[config.mk]
export PLATFORM = sky130hd
export DESIGN_NAME = regfile_sb
export DESIGN_NICKNAME = d
export VERILOG_FILES = /design/src/rtl/regfile_sb.sv
export SDC_FILE = /design/constraint.sdc
export NUM_CORES = 1
export LEC_CHECK = 0
export BUFFER_PORTS_ARGS = -buffer_cell sky130_fd_sc_hd__buf_2
export CORE_ASPECT_RATIO = 1.4
export CORE_MARGIN = 5
export CORE_UTILIZATION = 55
export CTS_BUF_LIST = sky130_fd_sc_hd__clkbuf_4
export DETAILED_ROUTE_END_ITERATION = 8
export PLACE_DENSITY = 0.77
export SYNTH_ARGS = -nofsm -noshare
export SYNTH_HDL_FRONTEND = slang
export SYNTH_SLANG_ARGS = --single-unit
[constraint.sdc]
create_clock -name clock -period 6.96 [get_ports clock]
set_input_delay 0.348 -clock clock [delete_from_list [all_inputs] [get_ports clock]]
set_output_delay 0.348 -clock clock [all_outputs]
set_load 0.02 [all_outputs]
[src/rtl/regfile_sb.sv]
// regfile_sb: parametrised ID-stage register file.
// Two registered read ports with write-through bypass, an optional
// hard-wired zero register, and a per-register busy scoreboard that tells
// the hazard unit which registers still have a result in flight.
//
// Handshake note: writereg and issue_valid are plain strobes with no ready
// (the register file accepts every strobe on the rising edge it is sampled).
// An issue and a write to the same register on one edge leave it busy,
// because the newly issued producer now owns that register.
module regfile_sb #(
  parameter int DATA_W   = 8,
  parameter int ADDR_W   = 3,
  parameter int ZERO_REG = 1
) (
  input  logic              clock,
  input  logic              reset,
  input  logic              writereg,
  input  logic [ADDR_W-1:0] rd,
  input  logic [DATA_W-1:0] writedata,
  input  logic [ADDR_W-1:0] rs1,
  input  logic [ADDR_W-1:0] rs2,
  input  logic              issue_valid,
  input  logic [ADDR_W-1:0] issue_rd,
  output logic [DATA_W-1:0] readdata1,
  output logic [DATA_W-1:0] readdata2,
  output logic              busy1,
  output logic              busy2
);

  localparam int DEPTH = 1 << ADDR_W;

  logic [DATA_W-1:0] mem_q [DEPTH];
  logic [DATA_W-1:0] mem_d [DEPTH];
  logic [DEPTH-1:0]  busy_q;
  logic [DEPTH-1:0]  busy_d;
  logic              wr_en;
  logic              iss_en;
  logic              rs1_zero;
  logic              rs2_zero;

  // Qualify write/issue strobes and zero-register reads.
  always_comb begin
    wr_en    = writereg    && !((ZERO_REG != 0) && (rd == '0));
    iss_en   = issue_valid && !((ZERO_REG != 0) && (issue_rd == '0));
    rs1_zero = (ZERO_REG != 0) && (rs1 == '0);
    rs2_zero = (ZERO_REG != 0) && (rs2 == '0);
  end

  // Next-state storage: at most one entry changes per cycle.
  always_comb begin
    for (int i = 0; i < DEPTH; i++) begin
      mem_d[i] = mem_q[i];
      if (wr_en && (rd == ADDR_W'(i))) begin
        mem_d[i] = writedata;
      end
    end
  end

  // Next-state scoreboard: clear on write first, then set on issue so the set wins.
  always_comb begin
    busy_d = busy_q;
    if (wr_en) begin
      busy_d[rd] = 1'b0;
    end
    if (iss_en) begin
      busy_d[issue_rd] = 1'b1;
    end
  end

  // Storage and scoreboard registers, cleared asynchronously.
  always_ff @(posedge clock or posedge reset) begin
    if (reset) begin
      for (int i = 0; i < DEPTH; i++) begin
        mem_q[i] <= '0;
      end
      busy_q <= '0;
    end else begin
      for (int i = 0; i < DEPTH; i++) begin
        mem_q[i] <= mem_d[i];
      end
      busy_q <= busy_d;
    end
  end

  // Registered read ports sample next-state values, giving write-through for free.
  always_ff @(posedge clock or posedge reset) begin
    if (reset) begin
      readdata1 <= '0;
      readdata2 <= '0;
      busy1     <= 1'b0;
      busy2     <= 1'b0;
    end else begin
      readdata1 <= rs1_zero ? '0 : mem_d[rs1];
      readdata2 <= rs2_zero ? '0 : mem_d[rs2];
      busy1     <= busy_d[rs1];
      busy2     <= busy_d[rs2];
    end
  end

endmodule
==> results of run 1 <==
-- placed cells by master, fill, tap and decap left out, types with 3 or more instances in the layout --
cell,synthesis,layout
nor3b_1,13,13
and2_1,4,4
o21ai_0,28,28
clkbuf_4,0,10
inv_1,34,33
dfrtp_1,82,82
nand2_1,27,27
a211oi_1,8,8
o221a_2,12,12
nor2b_1,6,6
buf_2,6,41
o22ai_1,18,18
mux2_2,26,26
a21oi_1,20,20
clkinv_1,0,3
mux2i_1,24,24
a221oi_1,14,14
a31oi_1,7,7
nor2_1,38,38
nand2b_1,3,3
-- worst paths after layout --
| kind | slack [ps] | endpoint |
|---|---|---|
| max in group asynchronous | 6090 | mem_q[6] |
| min | 200 | mem_q[12] |
| min in group asynchronous | 210 | mem_q[18] |
| max | 4800 | readdata1[7] |
| min reg2reg | 410 | busy_q[0] |
| max reg2reg | 5580 | readdata2[1] |
-- sequential cells by signal, indices dropped and copies added (netlist names) --
register and cells:
readdata1 8, busy1 1, busy_q 8, busy2 1, readdata2 8, mem_q 56
-- metal layers --
| metal | up-vias | GRT usage, % | routed length [um] |
|---|---|---|---|
| li1 | 1593 | - | - |
| met4 | 0 | 12.8 | 402 |
| met2 | 216 | 40.1 | 5720 |
| met5 | - | 0 | 0 |
| met3 | 38 | 3.80 | 889 |
| met1 | 1698 | 34.0 | 4980 |
-- where the power goes --
| part | switching [mW] | internal [mW] | total, mW |
|---|---|---|---|
| combinational | 0.196 | 0.119 | 0.315 |
| clock | 0.162 | 0.108 | 0.269 |
| sequential | 0.0417 | 0.572 | 0.614 |
| total | 0.399 | 0.799 | 1.20 |
-- metrics by stage --
stage                     cell area (um^2)  instances  utilization (%)  worst slack [ps]  power [mW]
after floorplan                       4330        433                -              4500       0.836
after global placement                4480        536             58.1              4390       0.921
after detailed placement              4480        536             58.1              4390       0.932
after CTS                             4600        551             59.7              4810        1.20
after global routing                  4600        551             59.7              4720        1.26
final                                 4600        551             59.7              4800        1.20
-- logic make-up after synthesis --
| kind of cell | Yosys count |
|---|---|
| compound gates | 120 |
| simple gates | 107 |
| flops | 82 |
| buf+inv | 73 |
| mux | 51 |
-- synthesized netlist by cell type, drive strengths merged (3+ instances only) --
cell / n
o21ai: 30
inv: 34
mux2i: 24
a221oi: 14
nor3b: 13
a211oi: 8
nand2b: 3
a31oi: 7
nor2b: 6
a21oi: 20
o221a: 12
nor2: 38
o22ai: 18
mux2: 27
and2: 4
nand4b: 3
buf: 17
dfrtp: 82
nand2: 27
and4bb: 3
clkbuf: 22
-- worst max-delay path, stage by stage --
cell,delay (ps)
buf_2,390
nand4_1,700
mux2_2,530
mux2_2,270
a21oi_1,150
o21ai_1,80
-- final cells by class --
class                   instances  area (um^2)  area share, %
multi-input cells             278         1960           42.6
repair buffers                 42          213           4.63
clock inverters                 5         46.3           1.01
clock buffers                  10         75.1           1.63
well taps                     100          125           2.72
flip-flops and latches         82         2050           44.6
inverters                      34          129           2.80
==> impl_table.tex, run 1 <==
\begin{tabular}{lr}
\hline
Metric & Value \\
\hline
\multicolumn{2}{l}{\textbf{Synthesis}} \\
Post-synthesis compound-gate area fraction & 19.3\% \\
Largest family of logic cells by synthesized area & compound AO/OA/AOI/OAI gates \\
Leading cell types by total area after synthesis & dfrtp\_1 (47\%), mux2\_2 (6.8\%), mux2i\_1 (5.6\%) \\
Fraction of registers with async set or reset after synthesis & 100\% \\
Most used flip-flop cell after synthesis & dfrtp\_1 \\
Syn Nets & 457 \\
Share of synthesized area occupied by flip-flops and latches & 47.4\% \\
Synthesized flop and latch total & 82 \\
Adder-cell area share of the yosys netlist & 0\% \\
Number of warnings reported in the yosys synthesis log & 0 \\
Simple logic cell fraction of the synthesized area & 13.3\% \\
Area of the mapped netlist & roughly 4300 um\^{}2 \\
Area share of the leading cell type in the synthesized netlist & 47.4\% \\
Cell count after synthesis & 433 \\
Per-instance average area after synthesis & 9.99 um\^{}2 \\
EDFF count, synth & 0 \\
Synth area leader & dfrtp\_1 \\
Number of distinct library cells after synthesis & 43 \\
Portion of netlist area occupied by mux cells & 12.7\% \\
Xor and xnor fraction of the mapped netlist area & 0\% \\
\multicolumn{2}{l}{\textbf{Global routing}} \\
Largest net degree at the start of global routing & 83 \\
Number of antenna violations at the first check in global routing & 0 \\
Overflow after GRT & 0 \\
Vias in the first global route & 3,430 \\
First-pass GRT wire length & 19.0 mm \\
Global-route usage over all layers & 25.4\% \\
\multicolumn{2}{l}{\textbf{Finish}} \\
Ratio of cells with drive above 1 in the final layout & 22.6\% \\
Number of inserted filler cells in the final layout & 669 \\
Number of nets in the layout & 471 \\
Inserted Diodes & 0 \\
Area Overhead vs Synth & 6.31\% \\
\multicolumn{2}{l}{\textbf{Detailed routing}} \\
Final routed wire length divided by cell count & 21.8 um \\
Starting DRC count in detailed routing & between 500 and 600 \\
Antenna Nets Post-Route & 0 \\
Final WL & between 10 and 15 mm \\
Drt first pass iters & 8 \\
DRC violations left & 0 \\
Number of vias after detailed routing & 3,545 \\
Average vias per placed instance & 6.43 \\
\multicolumn{2}{l}{\textbf{Floorplanning}} \\
Number of standard-cell rows in the floorplan & 38 \\
Starting density of the core & between 50\% and 60\% \\
Number of I/O pins & 42 \\
Area of the core region & about 7700 um\^{}2 \\
Area enclosed by the die boundary & 9760 um\^{}2 \\
Chip width & $\sim$85 um \\
Vertical die dimension & between 100 and 150 um \\
\multicolumn{2}{l}{\textbf{Hold path}} \\
Hold WC Path Type & in -> reg \\
Hold path startpoint & writedata[4] \\
Number of cells on the worst hold path & 3 \\
\multicolumn{2}{l}{\textbf{Timing}} \\
RSZ-0062 raised after global routing & false \\
Slew @ Worst Pin & 1020 ps \\
Max Freq & 0.462 GHz \\
Final-layout worst hold slack & 196 ps \\
Setup TNS & 0 ps \\
Worst slew margin & a little under a third \\
Number of pins exceeding their max-slew limit in the final report & 0 \\
Final setup vio count & 0 \\
Final Hold Fails & 0 \\
Period minus WS final & 2160 ps \\
Final Cycle Share & a little under a third \\
Setup clock skew after layout & 17.1 ps \\
\multicolumn{2}{l}{\textbf{Clock network}} \\
CTS clk-pin slew, worst paths & between 100 and 150 ps \\
Post CTS Setup Buffer Count & 0 \\
Cells resized by post-CTS repair & 0 \\
Clock insertion delay at the later pin of the skew report & 450 ps \\
CTS tree & done \\
Cts-stage hold buffer count & 0 \\
CTS max path bufs & 2 \\
CTS Buf Count & 9 \\
Deepest level of the CTS H-tree & 3 \\
Clk sink count & 82 \\
Clock root buffer master & clkbuf\_4 \\
\multicolumn{2}{l}{\textbf{Power and ir drop}} \\
Leakage & 2.12 nW \\
Worst IR drop on VDD & 189 uV \\
Power per cell area & 261 nW/um\^{}2 \\
\multicolumn{2}{l}{\textbf{Critical path}} \\
CP Class & in -> reg \\
R2r startpoint & mem\_q[49] \\
Launching element type of the critical path & primary input \\
Critical path fanouts, max & 28 \\
Kind of end point of the critical path & flip-flop \\
Required time of the critical path & 7280 ps \\
Reg2reg path depth & 3 \\
Data arrival time of the worst path & about 2500 ps \\
Launch point of the worst path & rd[0] \\
\multicolumn{2}{l}{\textbf{Placement}} \\
Gpl congestion & 0.944 \\
Detail Placement HPWL & 8.09 mm \\
Input/output buffers & 41 \\
\multicolumn{2}{l}{\textbf{Run status}} \\
Status & finished clean \\
\multicolumn{2}{l}{\textbf{Job}} \\
Max Cap Violations & 0 \\
\hline
\end{tabular}
(Power assumes the default switching activity.)
==> inputs of run 2 (changes only) <==
ABC_AREA = 1   (was unset)
clock period = 2.3 ns   (was 6.96 ns; I/O delays follow)
==> run 2 against run 1 <==
Clock-buffer cell count is 1 higher. Die area is 2.4% lower. Hold slack worse by 180 ps. Power grew to 2.9 times the previous value. Critical path type unchanged.
==> impl_table.tex, run 2 <==
\begin{tabular}{lr}
\hline
Metric & Value \\
\hline
\multicolumn{2}{l}{\textbf{Finish}} \\
Util after Layout & 63.7\% (+4.0 points) \\
Largest register FFs & 56 (unchanged) \\
Number of nets in the layout & 655 (+39\%) \\
Area Overhead vs Synth & 12.2\% \\
Ratio of cells with drive above 1 in the final layout & 12.9\% (-9.7 points) \\
Top library cells by usage in the layout, fill and taps aside & nand2\_1 (223), dfrtp\_1 (82), nand3\_1 (74) \\
Most common library cell in the layout ignoring fill and taps & nand2\_1 \\
Biggest register & mem\_q \\
Inserted Diodes & 0 (unchanged) \\
Non-filler instance count after layout & 733 (+33\%) \\
\multicolumn{2}{l}{\textbf{Timing}} \\
Final setup vio count & 0 (unchanged) \\
Final Cycle Share & 54.0\% \\
Slew @ Worst Pin & 645 ps (-379 ps) \\
Final Hold Fails & 0 (unchanged) \\
Setup clock skew after layout & 7.92 ps (-9.22 ps) \\
RSZ-0062 raised after global routing & false \\
Setup TNS & 0 ps (unchanged) \\
Period minus WS final & 1240 ps \\
Max Freq & about 0.8 GHz \\
Worst Setup Slack, final & 1060 ps (-3740 ps) \\
Number of pins exceeding their max-slew limit in the final report & 0 (unchanged) \\
Worst slew margin & 57.0\% (+25 points) \\
\multicolumn{2}{l}{\textbf{Detailed routing}} \\
Starting DRC count in detailed routing & 266 (-53\%) \\
Average vias per placed instance & 5.47 (-15\%) \\
Final routed wire length divided by cell count & 16.2 um (-26\%) \\
Final WL & 11.8 mm (-1.2\%) \\
DRC violations left & 0 (unchanged) \\
Antenna Nets Post-Route & 0 (unchanged) \\
Drt first pass iters & 5 (-3) \\
Number of vias after detailed routing & 4,011 (+13\%) \\
\multicolumn{2}{l}{\textbf{Synthesis}} \\
Cell count after synthesis & 582 (+34\%) \\
Number of warnings reported in the yosys synthesis log & 0 (unchanged) \\
Share of synthesized area occupied by flip-flops and latches & 48.8\% (+1.3 points) \\
Cell with the most instances after synthesis & nand2\_1 \\
Syn Nets & 606 (+33\%) \\
EDFF count, synth & 0 (unchanged) \\
Synthesized flop and latch total & 82 (unchanged) \\
Area of the mapped netlist & 4210 um\^{}2 (-2.7\%) \\
Per-instance average area after synthesis & 7.23 um\^{}2 (-28\%) \\
Most used flip-flop cell after synthesis & dfrtp\_1 \\
Synth area leader & dfrtp\_1 \\
Area share of the leading cell type in the synthesized netlist & 48.8\% (+1.3 points) \\
Fraction of registers with async set or reset after synthesis & 100\% (unchanged) \\
Leading cell types by total area after synthesis & dfrtp\_1 (49\%), nand2\_1 (20\%), nand3\_1 (8.8\%) \\
Number of distinct library cells after synthesis & 20 (-53\%) \\
List of most frequent post-synthesis cells & nand2\_1 (223), dfrtp\_1 (82), nand3\_1 (74), nor2\_1 (54), inv\_1 (44) \\
\multicolumn{2}{l}{\textbf{Clock network}} \\
CTS tree & done \\
CTS max path bufs & 2 (unchanged) \\
Clock insertion delay at the later pin of the skew report & 450 ps (about the same) \\
Deepest level of the CTS H-tree & 3 (unchanged) \\
CTS Buf Count & 9 (unchanged) \\
Clk sink count & 82 (unchanged) \\
Cells resized by post-CTS repair & 0 (unchanged) \\
CTS clk-pin slew, worst paths & 120 ps (about the same) \\
Clock root buffer master & clkbuf\_4 \\
Cts-stage hold buffer count & 10 (+10) \\
Post CTS Setup Buffer Count & 0 (unchanged) \\
\multicolumn{2}{l}{\textbf{Power and ir drop}} \\
Total power after layout & 3.48 mW (+190\%) \\
Worst IR drop on VDD & 398 uV (+110\%) \\
Power per cell area & 737 nW/um\^{}2 (+180\%) \\
Leakage & 2.55 nW (+20\%) \\
\multicolumn{2}{l}{\textbf{Critical path}} \\
Largest stage delay on the critical path & 530 ps (-170 ps) \\
Cell at the slowest stage of the critical path & dlygate4sd3\_1 \\
List of cells traversed by the critical path & dlygate4sd3\_1 > buf\_2 > inv\_1 > o21ai\_1 > o21ai\_0 > inv\_1 > nand2\_1 > nand2\_1 \\
Data arrival time of the worst path & 1590 ps (-900 ps) \\
Required time of the critical path & 2650 ps (-4630 ps) \\
Critical path fanouts, max & 6 (-79\%) \\
CP Class & in -> reg \\
Launching element type of the critical path & primary input \\
Kind of end point of the critical path & flip-flop \\
\multicolumn{2}{l}{\textbf{Placement}} \\
Detail Placement HPWL & 8.27 mm (+2.1\%) \\
Post-Place Worst Slack & 708 ps (-3690 ps) \\
Input/output buffers & 41 (unchanged) \\
Placed cell count & 707 (+32\%) \\
Gpl congestion & 0.968 (+2.5\%) \\
\multicolumn{2}{l}{\textbf{Global routing}} \\
Largest net degree at the start of global routing & 47 (-43\%) \\
Overflow after GRT & 0 (unchanged) \\
Number of antenna violations at the first check in global routing & 0 (unchanged) \\
Global-route usage over all layers & 26.4\% (+1.1 points) \\
Vias in the first global route & 4,070 (+19\%) \\
First-pass GRT wire length & 19.6 mm (+3.2\%) \\
\multicolumn{2}{l}{\textbf{Floorplanning}} \\
Number of I/O pins & 42 (unchanged) \\
Area of the core region & 7410 um\^{}2 (-3.8\%) \\
Vertical die dimension & 113 um (-1.3\%) \\
Starting density of the core & 56.8\% (+0.65 points) \\
Area enclosed by the die boundary & 9520 um\^{}2 (-2.4\%) \\
Number of standard-cell rows in the floorplan & 37 (-2.6\%) \\
Chip width & 83.9 um (-1.2\%) \\
\multicolumn{2}{l}{\textbf{Hold path}} \\
Hold WC Path Type & in -> reg \\
\multicolumn{2}{l}{\textbf{Run status}} \\
Status & finished clean \\
\multicolumn{2}{l}{\textbf{Job}} \\
Max Cap Violations & 0 (unchanged) \\
\hline
\end{tabular}
-- run 2: changes by cell type after synthesis, moves of 16 or more --
cell,change
mux2i_1,-24
nand3_1,+73
nand2_1,+196
o22ai_1,-18
mux2_2,-26
o21ai_1,+32
a21oi_1,-18
nor2_1,+16
-- run 2: logic make-up after synthesis --
group,share of synthesized area [%]
simple gates,36.6
flops,48.8
buf+inv,7.20
compound gates,7.43
-- run 2: final cells by class --
class / instances / area (um^2)
fill: 661 / 2690
sequential: 82 / 2050
multi-input combinational: 429 / 1850
timing repair buffer: 59 / 378
inverter: 50 / 189
tap: 97 / 121
clock buffer: 11 / 82.6
clock inverter: 5 / 45.0
-- run 2: stage by stage --
step                hold WS, ps  area [um^2]
CTS                        3.33         4720
global route              0.187         4720
global placement            209         4490
floorplan                   262         4210
detailed placement          218         4490
finish                     14.9         4720
-- run 2: metal layers --
layer  track usage, %  wire length [um]
met1             30.3              4520
met4             16.8               570
met2             44.8              5870
met5                0                 0
met3             5.64               893
-- run 2: final timing paths --
kind | start | end | slack, ps | cells past startpoint
worst max-delay path | writedata[1] | readdata1[1] | 1060 | 8
worst min-delay path | writedata[6] | mem_q[6] | 10 | 3
worst max register to register | mem_q[49] | readdata1[1] | 1230 | 6
worst min register to register | busy_q[0] | busy_q[0] | 390 | 0
max in group asynchronous | reset | mem_q[26] | 1380 | 4
min in group asynchronous | reset | mem_q[37] | 260 | 3
-- run 2: power breakdown --
part	internal (mW)	leakage [nW]	switching, mW	total (mW)
clock	0.343	0.0710	0.485	0.828
combinational	0.289	1.47	0.604	0.893
sequential	1.69	1.02	0.0690	1.76
-- run 2: worst max-delay path, delay by kind of cell --
family / cells / cell delay (ps)
AND/OR/NAND/NOR: 2 / 120
AO/OA/AOI/OAI: 2 / 390
buffers and inverters: 4 / 960
